===== src/rtl/bus_pkg.sv =====
// Shared bus types: arbiter state, master identifier and the request bundle
// that the caches, the arbiter and the memory controller all talk in.
package bus_pkg;

  localparam int unsigned BusAddressWidth = 32;
  localparam int unsigned BusDataWidth    = 32;

  typedef enum logic [1:0] {IDLE, OWN0, OWN1, DRAIN} ArbState_t;

  typedef logic MasterId_t;
  localparam MasterId_t MASTER0 = 1'b0;
  localparam MasterId_t MASTER1 = 1'b1;

  typedef struct packed {
    logic                       cycle;
    logic                       strobe;
    logic                       read_write;
    logic [BusAddressWidth-1:0] address;
    logic [BusDataWidth-1:0]    data_out;
  } BusRequest_t;

  // On a tie the master that did not own the bus last time wins.
  function automatic MasterId_t rr_winner(input MasterId_t last_grant);
    return ~last_grant;
  endfunction

endpackage


===== src/rtl/outstanding_counter.sv =====
// Up/down counter of accepted-but-unacknowledged strobes. Saturates at both
// ends; an acknowledge with nothing outstanding latches a sticky error.
module outstanding_counter #(
  parameter int unsigned MaxCount   = 8,
  parameter int unsigned CountWidth = $clog2(MaxCount + 1)
) (
  input  logic i_clock,
  input  logic i_reset_n,
  input  logic i_increment,
  input  logic i_decrement,
  output logic o_full,
  output logic o_empty
);

  localparam logic [CountWidth-1:0] MaxValue = CountWidth'(MaxCount);
  localparam logic [CountWidth-1:0] One      = CountWidth'(1);

  logic [CountWidth-1:0] r_count;
  logic                  r_underflow;

  always_ff @(posedge i_clock or negedge i_reset_n) begin
    if (!i_reset_n) begin
      r_count     <= '0;
      r_underflow <= 1'b0;
    end else if (i_increment && !i_decrement) begin
      if (r_count != MaxValue) r_count <= r_count + One;
    end else if (i_decrement && !i_increment) begin
      if (r_count != '0) r_count <= r_count - One;
      else               r_underflow <= 1'b1;
    end
  end

  assign o_full  = (r_count == MaxValue);
  assign o_empty = (r_count == '0);

  // Only meaningful in simulation; synthesis drops the property.
  assert property (@(posedge i_clock) disable iff (!i_reset_n) !r_underflow);

endmodule


===== src/rtl/bus_arbiter.sv =====
// Round-robin owner of the shared pipelined bus between the I-cache refill
// engine (M0) and the load/store unit (M1); ownership spans a whole bus cycle.
module bus_arbiter
  import bus_pkg::*;
#(
  parameter int unsigned AddressWidth   = 32,
  parameter int unsigned DataWidth      = 32,
  parameter int unsigned MaxOutstanding = 8
) (
  input  logic                    i_clock,
  input  logic                    i_reset_n,
  input  logic                    i_m0_cycle,
  input  logic                    i_m1_cycle,
  input  logic                    i_m0_strobe,
  input  logic                    i_m1_strobe,
  input  logic                    i_m0_read_write,
  input  logic                    i_m1_read_write,
  input  logic [AddressWidth-1:0] i_m0_address,
  input  logic [AddressWidth-1:0] i_m1_address,
  input  logic [DataWidth-1:0]    i_m0_data_out,
  input  logic [DataWidth-1:0]    i_m1_data_out,
  output logic                    o_m0_acknowledge,
  output logic                    o_m1_acknowledge,
  output logic                    o_m0_stall,
  output logic                    o_m1_stall,
  output logic [DataWidth-1:0]    o_m0_data_in,
  output logic [DataWidth-1:0]    o_m1_data_in,
  output logic                    o_bus_cycle,
  output logic                    o_bus_strobe,
  output logic                    o_bus_read_write,
  output logic [AddressWidth-1:0] o_memory_address,
  output logic [DataWidth-1:0]    o_memory_data_out,
  input  logic [DataWidth-1:0]    i_memory_data_in,
  input  logic                    i_bus_acknowledge,
  input  logic                    i_bus_stall,
  output logic [1:0]              o_grant
);

  ArbState_t r_state, w_state_next;
  MasterId_t r_owner, w_owner_next;
  MasterId_t r_last_grant, w_last_grant_next;

  logic [1:0]              w_m_cycle, w_m_strobe, w_m_read_write;
  logic [1:0]              w_m_acknowledge, w_m_stall, w_grant;
  logic [AddressWidth-1:0] w_m_address [2];
  logic [DataWidth-1:0]    w_m_data_out [2];
  logic                    w_full, w_empty;

  assign w_m_cycle       = {i_m1_cycle, i_m0_cycle};
  assign w_m_strobe      = {i_m1_strobe, i_m0_strobe};
  assign w_m_read_write  = {i_m1_read_write, i_m0_read_write};
  assign w_m_address[0]  = i_m0_address;
  assign w_m_address[1]  = i_m1_address;
  assign w_m_data_out[0] = i_m0_data_out;
  assign w_m_data_out[1] = i_m1_data_out;

  outstanding_counter #(.MaxCount(MaxOutstanding)) u_outstanding (
    .i_clock     (i_clock),
    .i_reset_n   (i_reset_n),
    .i_increment (o_bus_strobe && !i_bus_stall),
    .i_decrement (i_bus_acknowledge),
    .o_full      (w_full),
    .o_empty     (w_empty)
  );

  always_ff @(posedge i_clock or negedge i_reset_n) begin
    if (!i_reset_n) begin
      r_state      <= IDLE;
      r_owner      <= MASTER0;
      r_last_grant <= MASTER1;
    end else begin
      r_state      <= w_state_next;
      r_owner      <= w_owner_next;
      r_last_grant <= w_last_grant_next;
    end
  end

  always_comb begin
    w_state_next      = r_state;
    w_owner_next      = r_owner;
    w_last_grant_next = r_last_grant;
    o_bus_cycle       = 1'b0;
    o_bus_strobe      = 1'b0;
    o_bus_read_write  = 1'b0;
    o_memory_address  = '0;
    o_memory_data_out = '0;
    w_m_stall         = 2'b11;
    w_m_acknowledge   = 2'b00;
    w_grant           = 2'b00;
    case (r_state)
      IDLE: begin
        if (|w_m_cycle) begin
          if (&w_m_cycle) w_owner_next = rr_winner(r_last_grant);
          else            w_owner_next = w_m_cycle[1] ? MASTER1 : MASTER0;
          w_state_next = (w_owner_next == MASTER1) ? OWN1 : OWN0;
        end
      end
      OWN0, OWN1: begin
        w_grant[r_owner]  = 1'b1;
        // Cycle stays up on the owner's release until every strobe is acked.
        o_bus_cycle       = w_m_cycle[r_owner] || !w_empty;
        o_bus_strobe      = w_m_cycle[r_owner] && w_m_strobe[r_owner] && !w_full;
        o_bus_read_write  = w_m_read_write[r_owner];
        o_memory_address  = w_m_address[r_owner];
        o_memory_data_out = w_m_data_out[r_owner];
        w_m_stall[r_owner]       = i_bus_stall || w_full;
        w_m_acknowledge[r_owner] = i_bus_acknowledge && w_m_cycle[r_owner];
        if (!w_m_cycle[r_owner]) begin
          if (w_empty) begin
            w_state_next      = IDLE;
            w_last_grant_next = r_owner;
          end else begin
            w_state_next = DRAIN;
          end
        end
      end
      DRAIN: begin
        w_grant[r_owner] = 1'b1;
        o_bus_cycle      = 1'b1;
        if (w_empty) begin
          w_state_next      = IDLE;
          w_last_grant_next = r_owner;
        end
      end
      default: w_state_next = IDLE;
    endcase
  end

  assign o_m0_acknowledge = w_m_acknowledge[0];
  assign o_m1_acknowledge = w_m_acknowledge[1];
  assign o_m0_stall       = w_m_stall[0];
  assign o_m1_stall       = w_m_stall[1];
  assign o_m0_data_in     = i_memory_data_in;
  assign o_m1_data_in     = i_memory_data_in;
  assign o_grant          = w_grant;

endmodule


===== config.mk =====
export PLATFORM = sky130hd
export DESIGN_NAME = bus_arbiter
export DESIGN_NICKNAME = d
export VERILOG_FILES = /design/src/rtl/bus_pkg.sv /design/src/rtl/outstanding_counter.sv /design/src/rtl/bus_arbiter.sv
export SDC_FILE = /design/constraint.sdc
export NUM_CORES = 1
export LEC_CHECK = 0
export ABC_CLOCK_PERIOD_IN_PS = 2950
export BUFFER_PORTS_ARGS = -buffer_cell sky130_fd_sc_hd__buf_2
export CAP_MARGIN = 5
export CORE_AREA = 3 3 117 119
export DETAILED_ROUTE_END_ITERATION = 16
export DIE_AREA = 0 0 120 122
export GPL_ROUTABILITY_DRIVEN = 0
export SYNTH_ARGS = -nofsm -noshare
export SYNTH_HDL_FRONTEND = slang
export SYNTH_SLANG_ARGS = --single-unit

===== constraint.sdc =====
create_clock -name i_clock -period 2.95 [get_ports i_clock]
set_input_delay 0.4425 -clock i_clock [delete_from_list [all_inputs] [get_ports i_clock]]
set_output_delay 0.4425 -clock i_clock [all_outputs]
set_load 0.05 [all_outputs]

# Word-level counts from Yosys, hierarchy flattened
# Index checks and enable logic that the tools add are counted.
# W data, S select, Z words.
[op_classes]
addsub = 2
magnitude_cmp = 3
mux = 39
n_bitwise = 5
eq_ne = 9
n_reduce_logical = 28
[op_table]
columns = ["operator", "count"]
rows = [
  ["$mux W32", 8],
  ["$mux W2", 8],
  ["$mux W4", 4],
  ["$mux W1", 15],
  ["$ne A2 B2 Y1 const B", 4],
  ["$logic_and A1 B1 Y1", 7],
  ["$pmux W2 S3", 1],
  ["$reduce_and A2 Y1", 3],
  ["$reduce_and A3 Y1", 2],
  ["$reduce_bool A2 Y1", 3],
  ["$logic_not A1 Y1", 5],
  ["$add A4 B1 Y4 const B", 1],
  ["$eq A2 B2 Y1 const B", 2],
  ["$eq A4 B4 Y1 const B", 1],
  ["$logic_not A4 Y1", 1],
  ["$ne A4 B4 Y1 const B", 1],
  ["$pmux W1 S2", 2],
  ["$reduce_bool A4 Y1", 1],
  ["$reduce_or A2 Y1", 2],
  ["$sub A4 B1 Y4 const B", 1],
  ["$reduce_or A3 Y1", 1],
  ["$and A2 B2 Y2", 1],
  ["$eq A2 B1 Y1 const B", 1],
  ["$ge A2 B2 Y1 const B", 1],
  ["other kinds (9)", 10],
]
[totals]
output_inout_bits = 137
reg_bits = 8
word_cells = 90
inputBits = 170

# Logic depth before layout (Yosys ltp)
[depth]
ltp_word = 10
mapped_depth = 10
mapped_depth_nobuf = 10

# By module
# From an unflattened synthesis, not the netlist that was laid out.
[hier_totals]
hier_cells = 278
hier_area_um2 = 2252.2
[modules_own_cells]
columns = ["module", "instances", "seq_area_each_um2", "area_each_um2", "cells_each"]
rows = [
  ["bus_arbiter", 1, 101.3, 1963.1, 251],
  ["outstanding_counter", 1, 100.1, 289.0, 27],
]

# Least setup slack after synthesis
# Ideal clock, no wire load.
[synth_timing]
path_type = "register to register"
startpoint = "register u_outstanding.r_count[0]"
endpoint = "register u_outstanding.r_count[3]"
slack_ps = 519
t_arrival_ps = 2351
period_less_slack_ps = 2431
setup_time_ps = 80
required_ps = 2870
n_path_buf = 0
path_stages_with_launch = 10
cell_sequence = "dfrtp_1 > or4b_1 > and3b_4 > and3_1 > inv_1 > ha_1 > a21o_1 > a21oi_1 > mux2i_1 > xnor2_1"
[synth_via]
elab_chain_cells = 9
word_cells_on_any_way = 20
classes_between = "2 x add/sub; 3 x eq/ne; 5 x mux; 10 x reduce/logical"
[synth_lines]
columns = ["element", "line_no", "text"]
rows = [
  ["from (decl)", "outstanding_counter.sv:18", "logic [CountWidth-1:0] r_count;"],
  ["from (signal assigned)", "outstanding_counter.sv:26", "if (r_count != MaxValue) r_count <= r_count + One;"],
  ["from (signal assigned)", "outstanding_counter.sv:28", "if (r_count != '0) r_count <= r_count - One;"],
  ["$eq A4 B4 Y1", "outstanding_counter.sv:33", "assign o_full = (r_count == MaxValue);"],
  ["$logic_not A1 Y1", "bus_arbiter.sv:102", "o_bus_strobe = w_m_cycle[r_owner] && w_m_strobe[r_owner] && !w_full;"],
  ["$logic_and A1 B1 Y1", "bus_arbiter.sv:102", ""],
  ["$mux W1", "bus_arbiter.sv:90", "case (r_state)"],
  ["$logic_and A1 B1 Y1", "bus_arbiter.sv:60", ".i_increment (o_bus_strobe && !i_bus_stall),"],
  ["$logic_not A1 Y1", "outstanding_counter.sv:27", "end else if (i_decrement && !i_increment) begin"],
  ["$logic_and A1 B1 Y1", "outstanding_counter.sv:27", ""],
  ["$reduce_bool A2 Y1 (no source line)", "--", ""],
  ["$reduce_and A3 Y1 (no source line)", "--", ""],
]
# Parallel ways exist; a longest one is shown, timed or not. The select of a mux whose other input is x is not followed.
# A chain may end at the register's enable or synchronous reset.

# Worst setup path after layout
[layout_timing]
startpoint = "register r_state[1]"
endpoint = "output o_bus_cycle"
[layout_via]
elab_chain_cells = 3
word_cells_on_any_way = 5
classes_between = "3 x eq/ne; 1 x mux; 1 x reduce/logical"
[layout_lines]
columns = ["element", "line_no", "text"]
rows = [
  ["from (decl)", "bus_arbiter.sv:39", "ArbState_t r_state, w_state_next;"],
  ["from (signal assigned)", "bus_arbiter.sv:72", "r_state <= w_state_next;"],
  ["$eq A2 B1 Y1 / $eq A2 B2 Y1 (equally long branches)", "bus_arbiter.sv:90", ""],
  ["$reduce_or A2 Y1", "bus_arbiter.sv:90", ""],
  ["$pmux W1 S2 (*)", "bus_arbiter.sv:90", ""],
  ["to (decl)", "bus_arbiter.sv:28", "output logic o_bus_cycle,"],
]
# Every way passes the cells marked *; elsewhere a longest branch is shown, timed or not.

==> impl_metrics.ini <==
[global_routing]
grt_pass1_wl_mm = 10.7
grt_max_degree = 44
antenna_found_initial = 0
track_usage_pct = 8.87
overflow = 0
first_global_vias = 2166

[timing]
rsz0062_at_grt = no
slew_headroom_pct = 60.8
hold_viol = 0
clock_skew_ps = 2.41
tightest_slew_ps = 587
fmax_mhz = 380
setup_tns_ps = 0
setup_viol = 0
post-route-min-period_ps = 2630
period_share_pct = 89.3
maxSlewViolCount = 0

[die]
die_y_um = 122
rows = 41
io_pins = 307
initial_core_util_pct = 17.8
core_area_um2 = 12700
die_w_um = 120
dieArea_um2 = 14600

[layout]
drive_above_1_share_pct = 53.6
nNetsFinal = 597
syn_to_final_growth_pct = 37.1
layoutNonFillerInstCount = 592
final_util_pct = 24.4
antenna_cells = 0

[clocking]
cts_buffer_depth = 2
clk_latency_ps = 230
htreeDepth = 1
numCtsBuffers = 3
clock_sinks = 8
path_clk_slew_ps = 40
cts-root-buf = clkbuf_16
cts_setup_buffers = 0
hold_buffers = 0
cts_tree = done
postCtsResizedCells = 0

[detailed_routing]
vias = 2270
drc = 0
first_pass_iters = 4
wl_mm = 7.62
ant_nets = 0
wl_per_cell_um = 12.9
vias_per_cell = 3.83
drtIter0Drc = 42

[critical_path]
start_kind = flip-flop
end_kind = primary output
slowest_delay_ps = 390
r2r_cells = 9
crit_required_ps = 2510
cp_num_cells = 7
cp_max_fo = 43
cp_top_family = buffers and inverters
timing.rr.start = u_outstanding.r_count[0]
r2r_slack_ps = 380
cp-startpoint = r_state[1]
arrival_ps = 2190
crit_buf_inv = 4
cp_common_cell = buf_4
crit_chain = inv_1 > ha_2 > buf_4 > buf_4 > nand2_1 > a21oi_1 > buf_2
cpMaxStageDelayCell = buf_4
path_class = reg -> out

[synth]
netlist_instances = 281
synth-seq-cells = 8
ys_seq_area_share_pct = 8.94
synth_nets = 457
synth.cell_area_um2 = 2250
netlist_top_cells_count = 69 x mux2i_1, 66 x nor2b_1, 64 x buf_4, 9 x clkbuf_1, 8 x nand2_1
synth.most_common_cell = mux2i_1
yosysWarningCount = 0
synth.area.top_cells = mux2i_1 31%, buf_4 21%, nor2b_1 18%
ys.flop_type = dfrtp_1
synth_top_area_cell = mux2i_1
synth_edf_count = 0
ys_async_sr_fraction_pct = 100
yosysUniqueCellTypes = 34
synth.top_cell.area_share_pct = 30.6
syn_avg_cell_area_um2 = 8.02

[min_path]
hold_path_class = in -> async

[run_status]
status = complete, no violations

[job]
maxCapViolCount = 0

[placement]
place_inst = 588
portBuffers = 210
dp_hpwl_mm = 6.48
## kinds of logic after synthesis
| family | Yosys count | share of synthesized area [%] |
|---|---|---|
| compound gates | 15 | 4.55 |
| buf+inv | 85 | 25.4 |
| xor+xnor | 3 | 1.17 |
| simple gates | 93 | 24.7 |
| mux | 71 | 31.6 |
| flops | 8 | 8.94 |
| fa+ha+maj | 6 | 3.66 |
## registers in the layout (all words and copies together), names as in the netlist
name	flops
r_last_grant	1
r_owner	1
r_state	2
u_outstanding.r_count	4
## stage by stage
stage                     area [um^2]  hold slack (ps)  setup WS [ps]
after global placement           3010              306            400
final                            3090             52.0            316
after global routing             3090             67.3            134
after floorplan                  2250              147            519
after CTS                        3090             59.9            266
after detailed placement         3010              307            384
## metal layers
metal	wire, um	GRT usage (%)	vias to the layer above
met3	659	1.58	14
met2	3770	15.7	121
met4	118	2.22	0
li1	-	-	1149
met5	0	0	-
met1	3070	11.1	986
## path summary, 6_finish.rpt
kind | to
hold / removal | u_outstanding.r_count[2]
setup reg to reg | u_outstanding.r_count[3]
min in group i_clock | u_outstanding.r_count[0]
hold reg to reg | u_outstanding.r_count[3]
setup / recovery | o_bus_cycle
max in group asynchronous | r_last_grant
## area by class of cell
cell class / instances / area, um^2
Fill cell: 1438 / 9580
Multi-Input combinational cell: 188 / 1480
Timing Repair Buffer: 215 / 1090
Tap cell: 172 / 215
Sequential cell: 8 / 205
Clock buffer: 4 / 78.8
Inverter: 5 / 18.8
## placed cells by master, fill, tap and decap left out
cell         n
buf_2      210
mux2i_1     69
nor2b_1     66
nand2_1      8
nor2_1       7
dfrtp_1      6
inv_1        5
buf_4        5
a21oi_1      4
o21ai_0      4
ha_1         4
a21boi_0     3
clkbuf_16    3
nand2b_1     2
nand3_1      2
and3_1       2
xnor2_1      2
or4b_1       1
and3b_4      1
or2b_1       1
or4_1        1
and2_4       1
a221oi_1     1
a221oi_2     1
a22o_1       1
nor3_1       1
mux2_1       1
a21o_1       1
xor2_1       1
mux2_2       1
fa_1         1
ha_2         1
clkbuf_1     1
dfstp_2      1
dfrtp_4      1
Power is left out: the tool's default activity adds up to more than one toggle a clock period on the data nets, which glitch-free logic cannot reach.
